==> config.mk <==
export PLATFORM = sky130hd
export DESIGN_NAME = inst_fetch_queue_flat
export DESIGN_NICKNAME = d
export VERILOG_FILES = /design/src/rtl/inst_fetch_queue_pkg.sv /design/src/rtl/inst_fetch_queue_if.sv /design/src/rtl/inst_fetch_queue_fifo.sv /design/src/rtl/inst_fetch_queue.sv /design/src/flat_wrapper.sv
export SDC_FILE = /design/constraint.sdc
export NUM_CORES = 1
export LEC_CHECK = 0
export BUFFER_PORTS_ARGS = -buffer_cell sky130_fd_sc_hd__buf_2
export CORE_ASPECT_RATIO = 0.75
export CORE_MARGIN = 5
export CORE_UTILIZATION = 60
export CTS_BUF_LIST = sky130_fd_sc_hd__clkbuf_16
export CTS_CLUSTER_DIAMETER = 80
export DETAILED_ROUTE_END_ITERATION = 7
export PLACE_DENSITY = 0.84
export SETUP_SLACK_MARGIN = 0.2
export SYNTH_ARGS = -nofsm -noshare
export SYNTH_HDL_FRONTEND = slang
export SYNTH_SLANG_ARGS = --single-unit
==> constraint.sdc <==
create_clock -name clk -period 6.69 [get_ports clk]
set_input_delay 0.3345 -clock clk [delete_from_list [all_inputs] [get_ports clk]]
set_output_delay 0.3345 -clock clk [all_outputs]
set_load 0.03 [all_outputs]
==> src/rtl/inst_fetch_queue_pkg.sv <==
// Shared types and constants for the instruction fetch queue and its consumer.
// Latency: none (declarations only).
// Backpressure: n/a.
package inst_fetch_queue_pkg;

    localparam int INST_W = 8;

    // Instruction field positions as seen by the downstream pipeline.
    localparam int OPC_MSB = 7;
    localparam int OPC_LSB = 6;
    localparam int RD_MSB  = 5;
    localparam int RD_LSB  = 4;
    localparam int RS1_MSB = 3;
    localparam int RS1_LSB = 2;
    localparam int RS2_MSB = 1;
    localparam int RS2_LSB = 0;

    typedef enum logic [1:0] {
        IDLE = 2'd0,
        REQ  = 2'd1,
        WAIT = 2'd2
    } fetch_state_t;

    function automatic logic [1:0] inst_opcode(input logic [INST_W-1:0] i);
        return i[OPC_MSB:OPC_LSB];
    endfunction

endpackage

==> src/rtl/inst_fetch_queue_if.sv <==
// Bundles the imem request/response port and the instruction issue port.
// Latency: none (wires only).
// Backpressure: imem_req_ready stalls requests, inst_ready stalls issue.
interface inst_fetch_queue_if #(
    parameter int PC_W = 8
);
    import inst_fetch_queue_pkg::*;

    logic              imem_req_valid;
    logic              imem_req_ready;
    logic [PC_W-1:0]   imem_req_addr;
    logic              imem_rsp_valid;
    logic [INST_W-1:0] imem_rsp_data;
    logic              inst_valid;
    logic              inst_ready;
    logic [INST_W-1:0] inst;
    logic [PC_W-1:0]   inst_pc;

    modport master (
        output imem_req_valid, imem_req_addr,
        input  imem_req_ready, imem_rsp_valid, imem_rsp_data,
        output inst_valid, inst, inst_pc,
        input  inst_ready
    );

    modport slave (
        input  imem_req_valid, imem_req_addr,
        output imem_req_ready, imem_rsp_valid, imem_rsp_data,
        input  inst_valid, inst, inst_pc,
        output inst_ready
    );

endinterface

==> src/rtl/inst_fetch_queue_fifo.sv <==
// Generic synchronous FIFO holding {instruction, pc} entries with a clear input.
// Latency: push at edge N is visible at the head from cycle N+1; no bypass.
// Backpressure: pushes into a full FIFO and pops from an empty one are ignored.
module fetch_fifo #(
    parameter int DEPTH = 4,
    parameter int W     = 16,
    localparam int AW   = $clog2(DEPTH),
    localparam int CW   = AW + 1
) (
    input  logic         clk,
    input  logic         rst,
    input  logic         push,
    input  logic [W-1:0] push_dat,
    input  logic         pop,
    input  logic         clr,
    output logic         head_vld,
    output logic [W-1:0] head_dat,
    output logic [CW-1:0] count
);

    logic [W-1:0]  mem [DEPTH];
    logic [AW-1:0] wr_ptr;
    logic [AW-1:0] rd_ptr;
    logic          do_push;
    logic          do_pop;

    assign do_pop   = pop && (count != '0) && !clr;
    assign do_push  = push && ((count != CW'(DEPTH)) || do_pop) && !clr;
    assign head_vld = (count != '0);
    // Head reads as zero when empty so consumers never see stale entries.
    assign head_dat = head_vld ? mem[rd_ptr] : '0;

    // Pointers and fill count; clear empties the queue in one cycle.
    always_ff @(posedge clk or posedge rst) begin
        if (rst) begin
            wr_ptr <= '0;
            rd_ptr <= '0;
            count  <= '0;
        end else if (clr) begin
            wr_ptr <= '0;
            rd_ptr <= '0;
            count  <= '0;
        end else begin
            if (do_push) wr_ptr <= wr_ptr + AW'(1);
            if (do_pop)  rd_ptr <= rd_ptr + AW'(1);
            count <= count + CW'(do_push) - CW'(do_pop);
        end
    end

    // Entry storage; contents need no reset because count gates visibility.
    always_ff @(posedge clk) begin
        if (do_push) mem[wr_ptr] <= push_dat;
    end

endmodule

==> src/rtl/inst_fetch_queue.sv <==
// Fetch stage: generates PCs, fetches one instruction at a time from imem, queues them for issue.
// Latency: response at edge N appears on inst from cycle N+1; one instruction per 2 cycles at best.
// Backpressure: requests are only issued while the FIFO has a free slot, so responses always fit.
module inst_fetch_queue
    import inst_fetch_queue_pkg::*;
#(
    parameter int              DEPTH    = 4,
    parameter int              PC_W     = 8,
    parameter logic [PC_W-1:0] RESET_PC = '0
) (
    input  logic                   clk,
    input  logic                   rst,
    input  logic                   fetch_en,
    input  logic                   flush,
    input  logic [PC_W-1:0]        redirect_pc,
    inst_fetch_queue_if.master     bus,
    output logic [$clog2(DEPTH):0] occupancy
);

    localparam int CW = $clog2(DEPTH) + 1;
    localparam int EW = INST_W + PC_W;

    fetch_state_t    state;
    fetch_state_t    state_nxt;
    logic [PC_W-1:0] pc;
    logic [PC_W-1:0] pc_nxt;
    logic [PC_W-1:0] req_pc;
    logic            drop;
    logic            drop_nxt;
    logic            req_hs;
    logic            rsp_in_wait;
    logic            push;
    logic            pop;
    logic            in_flight;
    logic [CW-1:0]   occ_after;
    logic [EW-1:0]   head_dat;

    assign req_hs      = (state == REQ) && bus.imem_req_ready;
    assign rsp_in_wait = (state == WAIT) && bus.imem_rsp_valid;
    // A flush discards whatever is at the head, so the pop is suppressed.
    assign pop         = bus.inst_valid && bus.inst_ready && !flush;
    assign push        = rsp_in_wait && !drop && !flush;
    assign occ_after   = occupancy + CW'(push) - CW'(pop);
    // A request is outstanding after this edge if we are waiting and nothing came back, or one launches now.
    assign in_flight   = (rsp_in_wait == 1'b0 && state == WAIT) || req_hs;

    assign bus.imem_req_valid = (state == REQ);
    assign bus.imem_req_addr  = pc;
    assign bus.inst           = head_dat[EW-1:PC_W];
    assign bus.inst_pc        = head_dat[PC_W-1:0];

    fetch_fifo #(
        .DEPTH (DEPTH),
        .W     (EW)
    ) u_fifo (
        .clk      (clk),
        .rst      (rst),
        .push     (push),
        .push_dat ({bus.imem_rsp_data, req_pc}),
        .pop      (pop),
        .clr      (flush),
        .head_vld (bus.inst_valid),
        .head_dat (head_dat),
        .count    (occupancy)
    );

    // State, PC and stale-response flag registers.
    always_ff @(posedge clk or posedge rst) begin
        if (rst) begin
            state  <= IDLE;
            pc     <= RESET_PC;
            req_pc <= RESET_PC;
            drop   <= 1'b0;
        end else begin
            state <= state_nxt;
            pc    <= pc_nxt;
            drop  <= drop_nxt;
            if (req_hs) req_pc <= pc;
        end
    end

    // Next-state logic; flush overrides the normal transitions.
    always_comb begin
        state_nxt = state;
        pc_nxt    = pc;
        drop_nxt  = drop;
        case (state)
            IDLE: begin
                if (fetch_en && (occupancy < CW'(DEPTH))) state_nxt = REQ;
            end
            REQ: begin
                if (req_hs) begin
                    pc_nxt    = pc + PC_W'(1);
                    state_nxt = WAIT;
                end else if (!fetch_en) begin
                    state_nxt = IDLE;
                end
            end
            WAIT: begin
                if (bus.imem_rsp_valid) begin
                    drop_nxt  = 1'b0;
                    state_nxt = (fetch_en && (occ_after < CW'(DEPTH))) ? REQ : IDLE;
                end
            end
            default: state_nxt = IDLE;
        endcase
        if (flush) begin
            pc_nxt   = redirect_pc;
            drop_nxt = in_flight;
            // With a stale response still due we keep waiting for it before issuing again.
            if (in_flight)     state_nxt = WAIT;
            else if (fetch_en) state_nxt = REQ;
            else               state_nxt = IDLE;
        end
    end

endmodule
==> src/flat_wrapper.sv <==
// flat-port wrapper written by rule: the top's interface ports become plain ports
module inst_fetch_queue_flat import inst_fetch_queue_pkg::*;
#(
    parameter int              DEPTH    = 4,
    parameter int              PC_W     = 8,
    parameter logic [PC_W-1:0] RESET_PC = '0
)
  (clk, rst, fetch_en, flush, redirect_pc, occupancy, bus_imem_req_valid, bus_imem_req_addr, bus_imem_req_ready, bus_imem_rsp_valid, bus_imem_rsp_data, bus_inst_valid, bus_inst, bus_inst_pc, bus_inst_ready);
  inst_fetch_queue_if #(.PC_W(PC_W)) bus_i ();
  input  logic clk;
  input  logic rst;
  input  logic fetch_en;
  input  logic flush;
  input  logic [PC_W-1:0] redirect_pc;
  output logic [$clog2(DEPTH):0] occupancy;
  output wire logic [$bits(bus_i.imem_req_valid)-1:0] bus_imem_req_valid;
  output wire logic [$bits(bus_i.imem_req_addr)-1:0] bus_imem_req_addr;
  input wire logic [$bits(bus_i.imem_req_ready)-1:0] bus_imem_req_ready;
  input wire logic [$bits(bus_i.imem_rsp_valid)-1:0] bus_imem_rsp_valid;
  input wire logic [$bits(bus_i.imem_rsp_data)-1:0] bus_imem_rsp_data;
  output wire logic [$bits(bus_i.inst_valid)-1:0] bus_inst_valid;
  output wire logic [$bits(bus_i.inst)-1:0] bus_inst;
  output wire logic [$bits(bus_i.inst_pc)-1:0] bus_inst_pc;
  input wire logic [$bits(bus_i.inst_ready)-1:0] bus_inst_ready;
  assign bus_imem_req_valid = bus_i.imem_req_valid;
  assign bus_imem_req_addr = bus_i.imem_req_addr;
  assign bus_i.imem_req_ready = bus_imem_req_ready;
  assign bus_i.imem_rsp_valid = bus_imem_rsp_valid;
  assign bus_i.imem_rsp_data = bus_imem_rsp_data;
  assign bus_inst_valid = bus_i.inst_valid;
  assign bus_inst = bus_i.inst;
  assign bus_inst_pc = bus_i.inst_pc;
  assign bus_i.inst_ready = bus_inst_ready;
  inst_fetch_queue #(.DEPTH(DEPTH), .PC_W(PC_W), .RESET_PC(RESET_PC)) u_core (.clk(clk), .rst(rst), .fetch_en(fetch_en), .flush(flush), .redirect_pc(redirect_pc), .bus(bus_i), .occupancy(occupancy));
endmodule
======== Word-level counts from Yosys, hierarchy flattened ========
Memory sizes are Yosys's and may differ from the RTL's.
Cells that the tools add are included.
Widths: inputs -> output; s select.
operators by class
  add/sub/neg operators ................... 7
  magnitude comparators ................... 2
  eq/ne operators ......................... 6
  mux-type cells .......................... 23
  bitwise gates (word level) .............. 1
  reduce and logical (&&, ||, !) cells .... 28
operator list
  kind                 number
  $mux 8               3
  $mux 2               10
  $mux 16              1
  $logic_and 1x1->1    13
  $reduce_bool 2->1    6
  $add 8x1->8 const B  1
  $mux 1               7
  $add 3x1->3          2
  $lt 3x3->1 const B   2
  $ne 3x3->1 const B   2
  $pmux 2 s3           1
  $sub 3x1->3          2
  $add 2x1->2 const B  2
  $ne 4x3->1 const B   1
  $reduce_and 2->1     2
  $mux 3               1
  $ne 3x2->1 const B   1
  $reduce_and 3->1     1
  $reduce_bool 3->1    1
  $eq 2x1->1 const B   1
  $eq 2x2->1 const B   1
  $logic_not 1->1      2
  $logic_not 2->1      1
  $logic_or 1x1->1     2
  $not 1->1            1
word-level totals
  flip-flop bits (word level) ............. 26
  RAM bits ................................ 64
  output and inout bits ................... 29
  memories ................................ 1
memory list
  name               depth  width  read ports  clocked after memory_dff  wr ports  line                         RTL
  u_core.u_fifo.mem  4      16     1           0                         1         inst_fetch_queue_fifo.sv:21  logic [W-1:0] mem [DEPTH];

======== Depth between registers and ports, before layout ========
  word-level depth ........................ 12
  depth in mapped cells ................... 11

======== Modules after synthesis ========
A second synthesis with hierarchy kept.
second synthesis, totals
  cells, all modules ...................... 253
  area, all modules ....................... 4070.2 µm²
modules (own cells, without submodules)
  module            instances  cells an instance  area an instance (µm²)
  fetch_fifo        1          151                2974.1
  inst_fetch_queue  1          102                1096.1

======== Least setup slack after synthesis ========
Ideal clock, no wire load.
  kind .................................... flip-flop to flip-flop
  from .................................... register u_core.u_fifo.count[1]
  to ...................................... register u_core.u_fifo.count[2]
  setup time .............................. 0.132 ns
  arrival time ............................ 2.305 ns
  path slack .............................. 4.253 ns
  cell stages (with the launch flop) ...... 12
  path buffers ............................ 1
  cell sequence ........................... dfrtp_1 > or3_1 > clkbuf_1 > nand2_1 > nor2_1 > ha_1 > inv_1 > ha_1 > inv_1 > fa_1 > xnor2_1 > nor2_1
between the ends
  longest elaborated chain between the ends .. 11
  elaborated cells on any way between the ends .. 12
  classes of those cells .................. add/sub: 2; eq/ne: 1; mux: 1; reduce/logical: 8
RTL lines
  what                            line                                                      RTL
  from (decl)                     inst_fetch_queue_fifo.sv:18                               output logic [CW-1:0] count
  from (signal assigned)          inst_fetch_queue_fifo.sv:46                               count <= count + CW'(do_push) - CW'(do_pop);
  $reduce_bool 3->1               inst_fetch_queue_fifo.sv:27, inst_fetch_queue_fifo.sv:29
  $logic_and 1x1->1 (2 in a row)  inst_fetch_queue.sv:41                                    assign pop = bus.inst_valid && bus.inst_ready && !flush;
  $logic_and 1x1->1 (2 in a row)  inst_fetch_queue_fifo.sv:27                               assign do_pop = pop && (count != '0) && !clr;
  $logic_or 1x1->1                inst_fetch_queue_fifo.sv:28                               assign do_push = push && ((count != CW'(DEPTH)) || do_pop) && !clr;
  $logic_and 1x1->1 (2 in a row)  inst_fetch_queue_fifo.sv:28
  $add 3x1->3                     inst_fetch_queue_fifo.sv:46
  $sub 3x1->3 (*)                 inst_fetch_queue_fifo.sv:46
  $mux 3 (*)                      inst_fetch_queue_fifo.sv:39                               end else if (clr) begin
Every way passes the cells marked *; elsewhere a longest branch is shown, timed or not.
A chain may end at the register's enable or synchronous reset.

======== Final worst setup path ========
  from .................................... register u_core.u_fifo.rd_ptr[0]
  to ...................................... output bus_inst_pc[0]
between the ends
  longest elaborated chain between the ends .. 2
RTL lines
  what                    line                         RTL
  from (decl)             inst_fetch_queue_fifo.sv:23  logic [AW-1:0] rd_ptr;
  from (signal assigned)  inst_fetch_queue_fifo.sv:45  if (do_pop) rd_ptr <= rd_ptr + AW'(1);
  $mem_v2 4x16            n/a
  $mux 16                 inst_fetch_queue_fifo.sv:31  assign head_dat = head_vld ? mem[rd_ptr] : '0;
  to (decl)               flat_wrapper.sv:23           output wire logic [$bits(bus_i.inst_pc)-1:0] bus_inst_pc;
No other way between the ends.

==> impl_metrics.ini <==
[run_status]
status = finished, final reports clean

[global_routing]
grt_usage = 0.183
antenna_found_initial = 0
grt_pass1_vias = 2165
grt_pass1_wl_mm = 10.9
grt_overflow = 0
grt_max_degree = 32

[pwr]
power.total_uw = 1690
combPwrFrac = 0.228
p_sw_frac = 0.305
vdd_drop_max_uv = 195
seqPwrFrac = 0.453
leakage_uw = 0.00175
p_per_area_mw_per_mm2 = 378
power.switching_uw = 515
p_int_uw = 1170
clkPwrFrac = 0.318

[clock_network]
cts_setup_buffers = 0
postCtsHoldBufs = 0
clock_latency_ns = 0.33
clockBufferDepth = 2
cts_sinks = 90
cts_max_level = 3
cts_resized = 0
cts_root_buf = clkbuf_16
clk_pin_slew_ns = 0.06
cts_tree = built
cts_made_buffers = 9

[finish]
fin_nets = 324
num-fill-cells = 407
area_growth_syn_to_layout_pct = 16.3
antennaDiodeCount = 0
final_cells = 377
regArea_mm2 = 0.00257
drive_gt1_frac = 0.321
multi_input_area_mm2 = 0.00117

[timing]
period_share = 0.405
fin_ws_ns = 3.98
rsz0062_at_grt = no
setup_viol_count_final = 0
slew_viol_final = 0
max_slew_margin = 0.267
tightest_slew_ns = 1.10
holdWs_ns = 0.217
fmax_mhz = 369
finalCriticalPeriod_ns = 2.71
finalHoldViolations = 0
fin_worst_skew_ns = 0.00331
finalSetupTns_ns = 0

[critical_path]
worstSetupPathType = flip-flop to primary output
cp-end-kind = primary output
critPathLaunchType = flip-flop
crit_required_ns = 6.36
crit_fanout = 18
worstPathArrival_ns = 2.38

[drt]
drc = 0
antenna_left = 0
wire_per_inst_um = 17.7
vias_per_cell = 5.51
finalWirelength_mm = 6.66
drt_iter0_markers = 107
num_vias = 2079
drt_pass1_iterations = 4

[logic_synthesis]
ys_top_cells_by_area = edfxtp_1, dfrtp_1, mux4_2
syn_area_per_cell_um2 = 16.0
syn_nets = 273
async_flop_share = 0.289
yosysTopAreaCellShare = 0.501
synth_edf_count = 64
synthCells = 240
ys_seq_elements = 90
yosysWarnings = 0
yosysUniqueCellTypes = 40
seq_area_frac_synth = 0.670
synth_top_flop_cell = edfxtp_1
syn_area_mm2 = 0.00384
yosys.area.top_type = edfxtp_1

[floorplanning]
initial_utilization = 0.614
dieArea_mm2 = 0.00811
die_y_um = 79.3
ios = 52
rows = 25
fp.dieW_um = 102
core_mm2 = 0.00626

[place]
dp_cells = 361
pre_cts_ws_ns = 3.96
gp_congestion = 0.785
numPortBuffers = 51
dpl.hpwl_mm = 4.47

[worst_hold_path]
min_path_type = input port to asynchronous set/reset pin

[job]
maxCapViolCount = 0
power groups by stage:
stage / clock (uW) / combinational, uW / sequential, uW
2_1_floorplan: 0 / 314 / 744
3_3_place_gp: 0 / 380 / 770
3_5_place_dp: 0 / 389 / 776
4_1_cts: 544 / 392 / 766
5_1_grt: 574 / 417 / 777
6_report: 537 / 385 / 764
flip-flops by register name (all words and copies together), names as in the netlist:
name / cells
u_core.u_fifo.rd_ptr: 2
u_core.bus.imem_req_addr: 8
u_core.req_pc: 8
u_core.state: 2
u_core.u_fifo.mem: 64
u_core.u_fifo.wr_ptr: 2
u_core.drop: 1
u_core.u_fifo.count: 3
synth_stat cells (2+ instances only):
cell,n
inv_1,11
xor2_1,4
mux4_2,16
edfxtp_1,64
nand2b_1,3
o21ai_1,6
dfrtp_1,26
nor3_1,2
mux2i_1,2
and2_1,20
mux2_2,6
o22ai_1,2
clkbuf_1,5
nor4b_1,2
nand3_1,2
buf_2,3
nor2_1,10
o21ai_0,5
xnor2_1,7
nand2_1,15
a31oi_1,2
ha_1,9
logic make-up (layout without fill, tap and decap cells):
logic type               after synthesis  count (layout)  share of synthesized area
multiplexers                          25              25                      0.121
flip-flops                            90              90                      0.670
buffers and inverters                 22              78                     0.0254
XOR/XNOR                              11              11                     0.0251
AND/OR/NAND/NOR                       64              64                     0.0968
adder cells (fa/ha/maj)               10              10                     0.0346
AO/OA/AOI/OAI                         18              18                     0.0274
critical path: stages, from the launching register on:
cell and delay [ns]:
dfrtp_1 1.07, mux4_2 0.61, and2_1 0.18, buf_2 0.18
cells in the final DEF, fill, tap and decap left out, types with 7 or more instances in the layout:
master      n
edfxtp_1   64
buf_2      51
dfrtp_1    26
and2_1     20
mux4_2     16
nand2_1    15
inv_1      11
nor2_1     10
ha_1        9
clkbuf_16   9
xnor2_1     7
worst paths after layout:
| check | start | end | slack, ns | cells past startpoint |
|---|---|---|---|---|
| setup reg to reg | u_core.u_fifo.count[1]$_DFF_PP0_ | u_core.u_fifo.count[2]$_DFF_PP0_ | 4.02 | 10 |
| setup / recovery | u_core.u_fifo.rd_ptr[0]$_DFFE_PP0P_ | bus_inst_pc[0] | 3.98 | 3 |
| min in group clk | bus_imem_rsp_data[1] | u_core.u_fifo.mem[0][9]$_DFFE_PP_ | 0.22 | 1 |
| max in group asynchronous | rst | u_core.u_fifo.rd_ptr[1]$_DFFE_PP0P_ | 5.88 | 2 |
| hold / removal | rst | u_core.u_fifo.count[1]$_DFF_PP0_ | 0.22 | 2 |
| hold reg to reg | u_core.req_pc[4]$_DFFE_PP0P_ | u_core.u_fifo.mem[3][4]$_DFFE_PP_ | 0.52 | 0 |
routing by layer:
metal / track usage / wire [um]
met1: 0.244 / 2970
met2: 0.284 / 3200
met3: 0.0615 / 375
met4: 0.0642 / 112
met5: 0 / 0
through the flow:
stage / utilization / area (um2)
final: 0.713 / 4460
after global routing: 0.713 / 4460
after CTS: 0.713 / 4460
after detailed placement: 0.662 / 4140
after global placement: 0.662 / 4140
after floorplan: - / 3840
cell type report:
cell class / count / share of cell area
clock buffers: 9 / 0.0505
clock inverters: 7 / 0.0221
well taps: 81 / 0.0227
multi-input cells: 128 / 0.262
inverters: 11 / 0.00925
flip-flops and latches: 90 / 0.576
repair buffers: 51 / 0.0572
Note: power is estimated with default switching activity, not from simulation.
